File: config.mk
export PLATFORM = sky130hd
export DESIGN_NAME = icmp_rx_parser
export DESIGN_NICKNAME = d
export VERILOG_FILES = /design/src/rtl/icmp_rx_parser.sv
export SDC_FILE = /design/constraint.sdc
export NUM_CORES = 1
export LEC_CHECK = 0
export BUFFER_PORTS_ARGS = -buffer_cell sky130_fd_sc_hd__buf_2
export CORE_ASPECT_RATIO = 0.75
export CORE_MARGIN = 1.5
export CORE_UTILIZATION = 30
export DETAILED_ROUTE_END_ITERATION = 10
export SLEW_MARGIN = 10
export SYNTH_ARGS = -nofsm -noshare
export SYNTH_HDL_FRONTEND = slang
export SYNTH_SLANG_ARGS = --single-unit
File: constraint.sdc
create_clock -name i_clk -period 6.68 [get_ports i_clk]
set_input_delay 1.002 -clock i_clk [delete_from_list [all_inputs] [get_ports i_clk]]
set_output_delay 1.002 -clock i_clk [all_outputs]
set_load 0.02 [all_outputs]
File: src/rtl/icmp_rx_parser.sv
// ICMP receive parser: extracts header fields, buffers echo payload, reports or drops each frame.
// Optional build macro ICMP_RX_CSUM_CHECK_EN enables on-the-fly one's-complement checksum checking.
module icmp_rx_parser #(
   parameter int P_PLD_DEPTH = 64,
   parameter int P_PLD_AW    = 6,
   parameter int P_CNT_W     = 16
) (
   input  logic                i_clk,
   input  logic                i_rst,
   input  logic [7:0]          i_icmp_data,
   input  logic [15:0]         i_icmp_len,
   input  logic                i_icmp_last,
   input  logic                i_icmp_valid,
   input  logic                i_busy,
   input  logic [P_PLD_AW-1:0] i_pld_rd_addr,
   output logic [7:0]          o_pld_rd_data,
   output logic                o_req_valid,
   output logic [7:0]          o_req_type,
   output logic [7:0]          o_req_code,
   output logic [15:0]         o_req_id,
   output logic [15:0]         o_req_seq,
   output logic [15:0]         o_req_len,
   output logic                o_req_trunc,
   output logic                o_drop,
   output logic [P_CNT_W-1:0]  o_frame_cnt,
   output logic [P_CNT_W-1:0]  o_drop_cnt
);
   localparam logic [2:0] S_IDLE    = 3'd0;
   localparam logic [2:0] S_HDR     = 3'd1;
   localparam logic [2:0] S_PLD     = 3'd2;
   localparam logic [2:0] S_DISCARD = 3'd3;
   localparam logic [2:0] S_REPORT  = 3'd4;
   localparam logic [15:0] DEPTH16  = 16'(P_PLD_DEPTH);

   logic [2:0]  state_q, state_d;
   logic [15:0] cnt_q, cnt_d, len_q, len_d, id_q, id_d, seq_q, seq_d;
   logic [7:0]  type_q, type_d, code_q, code_d;
   logic        trunc_q, trunc_d;
   logic        done, disc_done, we, acc, sum_ok, start;
   logic [15:0] pidx, rlen;
   logic [P_PLD_AW-1:0] waddr;
   logic [7:0]  ram [P_PLD_DEPTH];

   logic                req_valid_q, drop_q, req_trunc_q;
   logic [7:0]          req_type_q, req_code_q, rd_data_q;
   logic [15:0]         req_id_q, req_seq_q, req_len_q;
   logic [P_CNT_W-1:0]  frame_cnt_q, drop_cnt_q;

   assign start = (state_q == S_IDLE) || (state_q == S_REPORT);
   assign pidx  = cnt_q - 16'd8;
   assign waddr = pidx[P_PLD_AW-1:0];
   assign rlen  = cnt_d - 16'd8;

   always_comb begin
      state_d   = state_q;
      cnt_d     = cnt_q;
      len_d     = len_q;
      type_d    = type_q;
      code_d    = code_q;
      id_d      = id_q;
      seq_d     = seq_q;
      trunc_d   = trunc_q;
      we        = 1'b0;
      done      = 1'b0;
      disc_done = 1'b0;
      case (state_q)
         S_IDLE, S_REPORT: begin
            state_d = S_IDLE;
            if (i_icmp_valid) begin
               if (i_busy) begin
                  if (i_icmp_last) disc_done = 1'b1;
                  else             state_d   = S_DISCARD;
               end else begin
                  cnt_d   = 16'd1;
                  len_d   = i_icmp_len;
                  type_d  = i_icmp_data;
                  trunc_d = 1'b0;
                  done    = i_icmp_last;
                  state_d = i_icmp_last ? S_REPORT : S_HDR;
               end
            end
         end
         S_HDR: if (i_icmp_valid) begin
            cnt_d = cnt_q + 16'd1;
            // bytes 2-3 (checksum field) are consumed only by the optional running sum
            case (cnt_q[2:0])
               3'd1:    code_d = i_icmp_data;
               3'd4:    id_d   = {i_icmp_data, id_q[7:0]};
               3'd5:    id_d   = {id_q[15:8], i_icmp_data};
               3'd6:    seq_d  = {i_icmp_data, seq_q[7:0]};
               3'd7:    seq_d  = {seq_q[15:8], i_icmp_data};
               default: ;
            endcase
            if (i_icmp_last) begin
               state_d = S_REPORT;
               done    = 1'b1;
            end else if (cnt_q[2:0] == 3'd7) begin
               state_d = S_PLD;
            end
         end
         S_PLD: if (i_icmp_valid) begin
            cnt_d = (cnt_q == 16'hFFFF) ? cnt_q : cnt_q + 16'd1;
            if (pidx < DEPTH16) we      = 1'b1;
            else                trunc_d = 1'b1;
            if (i_icmp_last) begin
               state_d = S_REPORT;
               done    = 1'b1;
            end
         end
         S_DISCARD: if (i_icmp_valid && i_icmp_last) begin
            state_d   = S_IDLE;
            disc_done = 1'b1;
         end
         default: state_d = S_IDLE;
      endcase
   end

`ifdef ICMP_RX_CSUM_CHECK_EN
   logic [15:0] sum_q, sum_d, sum_base, sum_term;
   logic        sum_en;

   function automatic logic [15:0] oc_add(input logic [15:0] a, input logic [15:0] b);
      logic [16:0] s;
      s = {1'b0, a} + {1'b0, b};
      return s[15:0] + {15'd0, s[16]};
   endfunction

   // even byte index is the high half of a word; odd final byte is implicitly zero-padded
   always_comb begin
      sum_en   = i_icmp_valid && ((state_q == S_HDR) || (state_q == S_PLD) || (start && !i_busy));
      sum_base = start ? 16'd0 : sum_q;
      sum_term = (start || !cnt_q[0]) ? {i_icmp_data, 8'd0} : {8'd0, i_icmp_data};
      sum_d    = sum_en ? oc_add(sum_base, sum_term) : sum_q;
   end

   assign sum_ok = (sum_d == 16'hFFFF);

   always_ff @(posedge i_clk or posedge i_rst) begin
      if (i_rst) sum_q <= 16'd0;
      else       sum_q <= sum_d;
   end
`else
   assign sum_ok = 1'b1;
`endif

   assign acc = ((type_d == 8'd0) || (type_d == 8'd8)) && (cnt_d == len_d) &&
                (cnt_d >= 16'd8) && sum_ok;

   // verdict is formed on the last beat so the pulse lands in the S_REPORT cycle
   always_ff @(posedge i_clk or posedge i_rst) begin
      if (i_rst) begin
         state_q     <= S_IDLE;
         cnt_q       <= 16'd0;
         len_q       <= 16'd0;
         type_q      <= 8'd0;
         code_q      <= 8'd0;
         id_q        <= 16'd0;
         seq_q       <= 16'd0;
         trunc_q     <= 1'b0;
         req_valid_q <= 1'b0;
         drop_q      <= 1'b0;
         req_type_q  <= 8'd0;
         req_code_q  <= 8'd0;
         req_id_q    <= 16'd0;
         req_seq_q   <= 16'd0;
         req_len_q   <= 16'd0;
         req_trunc_q <= 1'b0;
         frame_cnt_q <= '0;
         drop_cnt_q  <= '0;
         rd_data_q   <= 8'd0;
      end else begin
         state_q     <= state_d;
         cnt_q       <= cnt_d;
         len_q       <= len_d;
         type_q      <= type_d;
         code_q      <= code_d;
         id_q        <= id_d;
         seq_q       <= seq_d;
         trunc_q     <= trunc_d;
         rd_data_q   <= ram[i_pld_rd_addr];
         req_valid_q <= done && acc;
         drop_q      <= (done && !acc) || disc_done;
         if (done && acc) begin
            req_type_q  <= type_d;
            req_code_q  <= code_d;
            req_id_q    <= id_d;
            req_seq_q   <= seq_d;
            req_len_q   <= (rlen > DEPTH16) ? DEPTH16 : rlen;
            req_trunc_q <= trunc_d;
            frame_cnt_q <= frame_cnt_q + 1'b1;
         end
         if ((done && !acc) || disc_done) drop_cnt_q <= drop_cnt_q + 1'b1;
      end
   end

   always_ff @(posedge i_clk) begin
      if (we) ram[waddr] <= i_icmp_data;
   end

   assign o_pld_rd_data = rd_data_q;
   assign o_req_valid   = req_valid_q;
   assign o_req_type    = req_type_q;
   assign o_req_code    = req_code_q;
   assign o_req_id      = req_id_q;
   assign o_req_seq     = req_seq_q;
   assign o_req_len     = req_len_q;
   assign o_req_trunc   = req_trunc_q;
   assign o_drop        = drop_q;
   assign o_frame_cnt   = frame_cnt_q;
   assign o_drop_cnt    = drop_cnt_q;
endmodule

==> results.cfg, run 1 <==
[synthesis]
async_reset_ff_frac = 0.272
synth_top_cell_by_area = edfxtp_1
syn_nets = 1624
netlist_instances = 1578
synth-main-ff-cell = edfxtp_1
synth_edf_count = 512
synthTopCellsByArea = edfxtp_1 54%, dfrtp_1 17%, mux4_2 13%
yosys-top-cells-count = 512 x edfxtp_1, 191 x dfrtp_1, 168 x mux4_2, 94 x nor2_1, 86 x nand2_1
synth_area_um2 = 28300
yosys.cell_types.count = 77
ys_ff_latch = 703
yosysMostFrequentCell = edfxtp_1
synth-seq-area-share = 0.711
synth_top_area_frac = 0.542
avgSynthCellArea_um2 = 18.0
yosysWarnings = 0

[route]
wl_per_cell_um = 22.9
drt_iter0_drc = 1384
drc = 0
via_count = 15200
drtAntennaViolNets = 0
dr.pass1.iters = 5
vias_per_cell = 5.03
routed_wl_mm = 69.6

[clock_network]
cts_setup_buffers = 0
cts_resized = 0
clk_latency_ns = 0.62
cts_made_buffers = 72
clockBufferDepth = 3
htree_levels = 3
cts_root_buf = clkbuf_16
cts_num_sinks = 703
clk_pin_slew_worst_paths_ns = 0.06
tritoncts = built
cts-hold-fix-buffers = 0

[global_routing]
grt_overflow = 0
grt_antenna_before_repair = 3
grt_pass1_vias = 15300
grt_start_max_net_pins = 137
grt_pass1_wl_mm = 104
gr-usage-all-layers = 0.145

[critical_path]
cp-start-kind = flip-flop
worstReg2RegStart = cnt_q[1]
path_class = reg -> reg
crit_chain = ha_1 > nand4_1 > nor4_2 > o21ai_0 > o22ai_1 > nand2b_1 > nor4b_2 > a41oi_2 > nand3_4 > buf_4 > a2111o_1 > a2bb2oi_1
rrSetupSlack_ns = 1.50
crit_arrival_ns = 5.71
slowest_delay_ns = 0.74
path_buf_inv = 1
cp_slowest_cell = nor4_2
crit_fanout = 80
r2r-end = o_req_len[6]
path_delay_family = simple AND/OR/NAND/NOR gates
r2r_cells = 12
endpoint_kind = flip-flop
required_ns = 7.20

[timing]
finClkSkew_ns = 0.0234
setup_violations = 0
final.period_utilization = 0.776
finalCriticalPeriod_ns = 5.18
rsz0062_at_grt = false
max_slew.worst_pin.slew_ns = 1.07
setup_tns_ns = 0
timing.fmax_ghz = 0.193
hold_viol = 0
slew_violations = 0
slew_headroom = 0.290

[floorplanning]
core_area_um2 = 93500
die_height_um = 269
dieWidth_um = 358
pin_count = 142
dieArea_um2 = 96300
rows = 97
start_util = 0.303

[hold_path]
min_path_type = reg -> reg
min_to = o_req_len[8]
hold_depth = 1
hp-start = o_req_len[8]

[run_status]
status = finished clean

[pwr]
power.density_nw_per_um2 = 306
peakVddDrop_v = 0.000182
leakage_nw = 11.8
report.power.total_mw = 10.0

[cells_and_area]
drive_above_1_share = 0.281
syn_to_final_growth_pct = 15.5
final_nets = 1780

[place]
port_buffers = 141
gp_congestion = 0.848
place_hpwl_mm = 44.5

[job]
maxCapViolCount = 0
-- flip-flops by register name, indices dropped and copies added, names as in the netlist, 16 cells and up --
| name | count |
|---|---|
| o_frame_cnt | 16 |
| seq_q | 16 |
| o_req_id | 16 |
| id_q | 16 |
| len_q | 16 |
| cnt_q | 16 |
| ram | 512 |
| o_req_len | 16 |
| o_drop_cnt | 16 |
| o_req_seq | 16 |
-- cell usage in the layout, fill, tap and decap left out, types with 15 or more instances in the layout --
cell type	n
edfxtp_1	512
dfrtp_1	191
mux4_2	168
buf_2	139
nor2_1	94
nand2_1	86
clkbuf_16	74
mux2_2	52
xnor2_1	32
inv_1	30
a22o_1	30
nand4_1	26
nand3_1	25
buf_4	23
o21ai_0	22
and2_1	20
and3_1	19
mux2i_1	15
clkinv_2	15
clkinv_1	15
-- area by class of cell --
| cell class | instances | area [µm²] |
|---|---|---|
| fillers | 8747 | 60700 |
| flip-flops and latches | 703 | 20200 |
| multi-input cells | 762 | 7760 |
| well taps | 1237 | 1550 |
| inverters | 32 | 128 |
| clock buffers | 89 | 1920 |
| diodes | 3 | 7.51 |
| clock inverters | 43 | 335 |
| repair buffers | 163 | 882 |
-- stage by stage --
step                       util  instances  cell area [µm²]  setup slack [ns]  hold WS (ns)
after floorplan               -       1578            28300             0.479         0.437
after CTS                 0.350       3029            32700              1.48         0.483
after detailed placement  0.326       2897            30500              1.24         0.467
final                     0.350       3032            32700              1.50         0.477
after global placement    0.326       2897            30500              1.40         0.458
after global routing      0.350       3030            32700             0.876         0.493
-- report_power, final --
group / internal, mW / total [mW] / switching (mW)
sequential: 4.86 / 4.99 / 0.129
clock: 2.18 / 3.87 / 1.69
combinational: 0.419 / 1.16 / 0.736
-- worst register-to-register path: stages, from the launching register on --
cell	delay, ns
dfrtp_1	0.56
ha_1	0.29
nand4_1	0.34
nor4_2	0.74
o21ai_0	0.29
o22ai_1	0.52
nand2b_1	0.19
nor4b_2	0.55
a41oi_2	0.29
nand3_4	0.11
buf_4	0.67
a2111o_1	0.39
a2bb2oi_1	0.18
-- layer usage --
layer | track usage | vias up | wire length (µm)
li1 | - | 6598 | -
met1 | 0.210 | 8046 | 31500
met2 | 0.214 | 500 | 31500
met3 | 0.0352 | 96 | 4910
met4 | 0.0409 | 0 | 1730
met5 | 0 | - | 0
-- logic make-up after synthesis --
family,Yosys count,share of synthesized area
and+or+nand+nor,341,0.0607
xor gates and xnor gates,46,0.0142
AOI/OAI and AO/OA,128,0.0333
muxes,236,0.160
adders and majority gates,11,0.00486
DFF,703,0.711
buffers and inverters,113,0.0156
-- worst max-delay path by stage --
stage / from / end / slack [ns] / cells after the start
after floorplan: i_rst / cnt_q[0] / 0.48 / 1
after global placement: i_icmp_valid / o_req_len[6] / 1.40 / 12
after detailed placement: i_icmp_valid / o_req_len[6] / 1.24 / 12
after CTS: cnt_q[1] / o_req_len[6] / 1.48 / 12
after global routing: cnt_q[1] / o_req_len[6] / 0.88 / 12
final: cnt_q[1] / o_req_len[6] / 1.50 / 12
Power figures use the tool's default switching activity.
==> inputs of run 2 (changes only) <==
clock period = 5.4 ns   (was 6.68 ns; I/O delays follow)
==> run 2 against run 1 <==
Compared with the run above:
- worst hold slack lost 0.037 ns
- total power grew 26%
- clock power grew 28%
- first-iteration DRC count grew 1.9%
- largest power group unchanged
==> results.cfg, run 2 (synthesis results as in run 1) <==
[route]
via_count = 15300
drc = 0
vias_per_cell = 5.03
wl_per_cell_um = 23.0
drtAntennaViolNets = 0
drt_iter0_drc = 1410
routed_wl_mm = 69.9
dr.pass1.iters = 8

[cells_and_area]
nFillCells = 8777
mostFrequentLayoutCells = 512 x edfxtp_1, 191 x dfrtp_1, 168 x mux4_2
drive_above_1_share = 0.285
final_util = 0.353
largest_reg_flops = 512
diodes = 0
syn_to_final_growth_pct = 16.4
largest-register = ram
layout_commonest_cell = edfxtp_1
final_nets = 1797

[timing]
setup_violations = 0
finalCriticalPeriod_ns = 4.66
max_slew.worst_pin.slew_ns = 1.17
final.period_utilization = 0.863
finClkSkew_ns = 0.0245
setup_tns_ns = 0
hold_viol = 0
timing.fmax_ghz = 0.214
rsz0062_at_grt = false
slew_violations = 0
slew_headroom = 0.220

[clock_network]
clockBufferDepth = 3
cts_root_buf = clkbuf_16
cts_resized = 0
clk_latency_ns = 0.62
cts_made_buffers = 73
clk_pin_slew_worst_paths_ns = 0.06
cts-hold-fix-buffers = 0
cts_num_sinks = 703
cts_setup_buffers = 0
tritoncts = built
htree_levels = 3

[floorplanning]
die_height_um = 269
core_area_um2 = 93500
dieWidth_um = 358
pin_count = 142
start_util = 0.303
rows = 97
dieArea_um2 = 96300

[critical_path]
crit_arrival_ns = 5.20
cp_slowest_cell = nor4_2
slowest_delay_ns = 0.69
cp-start-kind = flip-flop
worstSetupPathDepth = 13
path_buf_inv = 2
r2r_cells = 13
required_ns = 5.93
path_class = reg -> reg
endpoint_kind = flip-flop
crit_fanout = 19
path_delay_family = simple AND/OR/NAND/NOR gates
crit_chain = ha_1 > nand4_1 > nor4_2 > o21a_1 > or3_1 > o2111ai_1 > or4_1 > a41oi_2 > nand3_4 > buf_12 > buf_4 > nor3_1 > xor2_1

[hold_path]
min_path_type = in -> reg
hold_depth = 2

[job]
maxCapViolCount = 0

[global_routing]
grt_pass1_vias = 15700
grt_start_max_net_pins = 192
grt_overflow = 0
grt_antenna_before_repair = 3
grt_pass1_wl_mm = 105
gr-usage-all-layers = 0.145

[place]
port_buffers = 141
place_hpwl_mm = 45.1
gp_congestion = 0.878

[pwr]
peakVddDrop_v = 0.000248
leakage_nw = 11.9
power.density_nw_per_um2 = 381

[run_status]
status = finished clean
## run 2: cell type report
class                      count  area, µm²  area share
sequential                   703      20200       0.611
multi-input combinational    762       7760       0.235
clock buffer                 100       2010      0.0609
tap                         1237       1550      0.0469
timing repair buffer         179       1060      0.0323
clock inverter                33        335      0.0102
inverter                      32        124     0.00375
## run 2: worst paths after layout
kind | from | endpoint | slack, ns
min in group asynchronous | i_rst | o_frame_cnt[11] | 0.51
worst max register to register | cnt_q[1] | o_frame_cnt[4] | 0.74
worst min-delay path | i_icmp_last | state_q[1] | 0.44
worst max-delay path | cnt_q[1] | o_frame_cnt[4] | 0.74
worst min register to register | o_drop_cnt[15] | o_drop_cnt[15] | 0.48
max in group asynchronous | i_rst | id_q[10] | 4.13
## run 2: stage by stage
step / hold WS, ns / setup slack [ns] / power [mW] / cell area, µm² / cells
final: 0.439 / 0.737 / 12.6 / 33000 / 3046
after CTS: 0.410 / 0.835 / 12.7 / 33000 / 3046
after floorplan: 0.437 / 1.47 / 7.18 / 28300 / 1578
after detailed placement: 0.463 / 0.788 / 7.74 / 30700 / 2913
after global placement: 0.459 / 0.856 / 7.71 / 30700 / 2913
after global routing: 0.417 / 0.375 / 13.1 / 33000 / 3046
## run 2: where the power goes
group	switching (mW)	internal (mW)	total, mW
clock	2.09	2.87	4.95
sequential	0.139	6.01	6.15
combinational	0.931	0.542	1.47
## run 2: metal layers
| metal | wire length (µm) | global-route usage |
|---|---|---|
| met2 | 32900 | 0.222 |
| met1 | 32200 | 0.216 |
| met4 | 1330 | 0.0339 |
| met3 | 3500 | 0.0240 |
| met5 | 0 | 0 |
==> inputs of run 3 (changes only) <==
BUFFER_PORTS_ARGS = not set   (was -buffer_cell sky130_fd_sc_hd__buf_2)
DONT_BUFFER_PORTS = 1   (was not set)
RECOVER_POWER = 25   (was not set)
==> run 3 against run 2 <==
Compared with the run above:
- clock-buffer cell count is 3 lower
- total power is 1.0% higher
- fmax is 3.3% lower
- worst hold slack worse by 0.20 ns
- critical endpoint is now o_req_id[12]
- largest cell class unchanged
- largest power group unchanged
- highest routed layer is now met5
==> results.cfg, run 3 (synthesis results as in run 1) <==
[timing]
timing.fmax_ghz = 0.207
max_slew.worst_pin.slew_ns = 0.955
slew_headroom = 0.355
hold_viol = 0
finalCriticalPeriod_ns = 4.82
slew_violations = 0
final.period_utilization = 0.893
rsz0062_at_grt = false
finClkSkew_ns = 0.0241
setup_violations = 0
hold_slack_ns = 0.237
setup_tns_ns = 0

[cells_and_area]
largest_reg_flops = 512
final_nets = 1643
largest-register = ram
layout_commonest_cell = edfxtp_1
mostFrequentLayoutCells = 512 x edfxtp_1, 191 x dfrtp_1, 168 x mux4_2
nFillCells = 8754
diodes = 0
drive_above_1_share = 0.221
syn_to_final_growth_pct = 14.0

[global_routing]
grt_overflow = 0
grt_pass1_vias = 15000
grt_start_max_net_pins = 129
grt_pass1_wl_mm = 102
gr-usage-all-layers = 0.140
grt_antenna_before_repair = 2

[route]
drtAntennaViolNets = 0
dr.pass1.iters = 5
drt_iter0_drc = 1416
via_count = 14700
vias_per_cell = 5.09
drc = 0
wl_per_cell_um = 23.3
routed_wl_mm = 67.4

[clock_network]
tritoncts = built
clockBufferDepth = 3
cts_root_buf = clkbuf_16
cts-hold-fix-buffers = 0
cts_made_buffers = 74
cts_resized = 0
clk_pin_slew_worst_paths_ns = 0.06
cts_num_sinks = 703
cts_setup_buffers = 0
htree_levels = 3
clk_latency_ns = 0.63

[floorplanning]
start_util = 0.303
dieWidth_um = 358
pin_count = 142
core_area_um2 = 93500
dieArea_um2 = 96300
rows = 97
die_height_um = 269

[place]
port_buffers = 0
place_hpwl_mm = 41.3
gp_congestion = 0.845

[hold_path]
min_path_type = in -> async

[pwr]
report.power.total_mw = 12.7
peakVddDrop_v = 0.000225
leakage_nw = 11.2
power.density_nw_per_um2 = 393

[critical_path]
rrSetupSlack_ns = 0.58
crit_fanout = 40
worstReg2RegStart = cnt_q[1]
r2r-end = o_req_id[12]
endpoint_kind = flip-flop
cp-start-kind = flip-flop
r2r_cells = 11
path_class = reg -> reg
crit_arrival_ns = 5.32
required_ns = 5.90

[job]
maxCapViolCount = 0

[run_status]
status = finished clean
==> run 3: cell types whose count changed in the layout (fill, tap and decap cells not counted), moves of 2 or more <==
cell / change
clkinvlp_2: +2
inv_6: -3
clkbuf_8: -2
bufinv_16: +6
clkbuf_1: -2
clkinv_1: -2
buf_2: -139
buf_12: -4
buf_4: -11
==> run 3: critical path, stage by stage (launching register included) <==
cell      delay (ns)
dfrtp_1         0.56
ha_1            0.29
nand4_1         0.32
or4_1           0.77
a221oi_1        0.40
a31oi_1         0.20
nand2b_1        0.27
nor4b_2         0.43
a41oi_2         0.31
nand3_4         0.22
buf_4           0.47
mux2_2          0.40
==> run 3: final cells by class <==
type                    count  area, µm²  share of cell area
repair buffers             24        193             0.00596
inverters                  32        124             0.00383
clock inverters            39        556              0.0172
clock buffers              97       1990              0.0615
multi-input cells         762       7760               0.240
well taps                1237       1550              0.0479
flip-flops and latches    703      20200               0.624
==> run 3: stage by stage <==
stage	worst slack, ns	instance area (µm²)	util	std cells
after floorplan	1.47	28300	-	1578
after global placement	0.736	29800	0.319	2758
after detailed placement	0.649	29800	0.319	2758
after CTS	0.633	32300	0.346	2894
after global routing	0.213	32300	0.346	2894
final	0.577	32300	0.346	2894
==> run 3: worst max path at each step <==
stage	from	to	slack [ns]
4_1_cts	cnt_q[1]	o_req_seq[14]	0.63
3_5_place_dp	cnt_q[1]	o_req_seq[14]	0.65
6_report	cnt_q[1]	o_req_id[12]	0.58
2_1_floorplan	i_busy	o_req_len[6]	1.47
5_1_grt	cnt_q[1]	o_frame_cnt[9]	0.21
3_3_place_gp	i_icmp_valid	o_frame_cnt[15]	0.74
==> run 3: power by group <==
group,internal [mW],switching [mW],leakage [nW]
clock,3.16,2.14,1.22
sequential,6.01,0.191,7.15
combinational,0.499,0.710,2.84
total,9.67,3.04,11.2
==> run 3: metal layers <==
layer	GRT usage	vias up	routed length (µm)
li1	-	6298	-
met1	0.200	7841	29800
met2	0.216	485	31600
met3	0.0309	105	4630
met4	0.0360	2	1400
met5	0	-	13
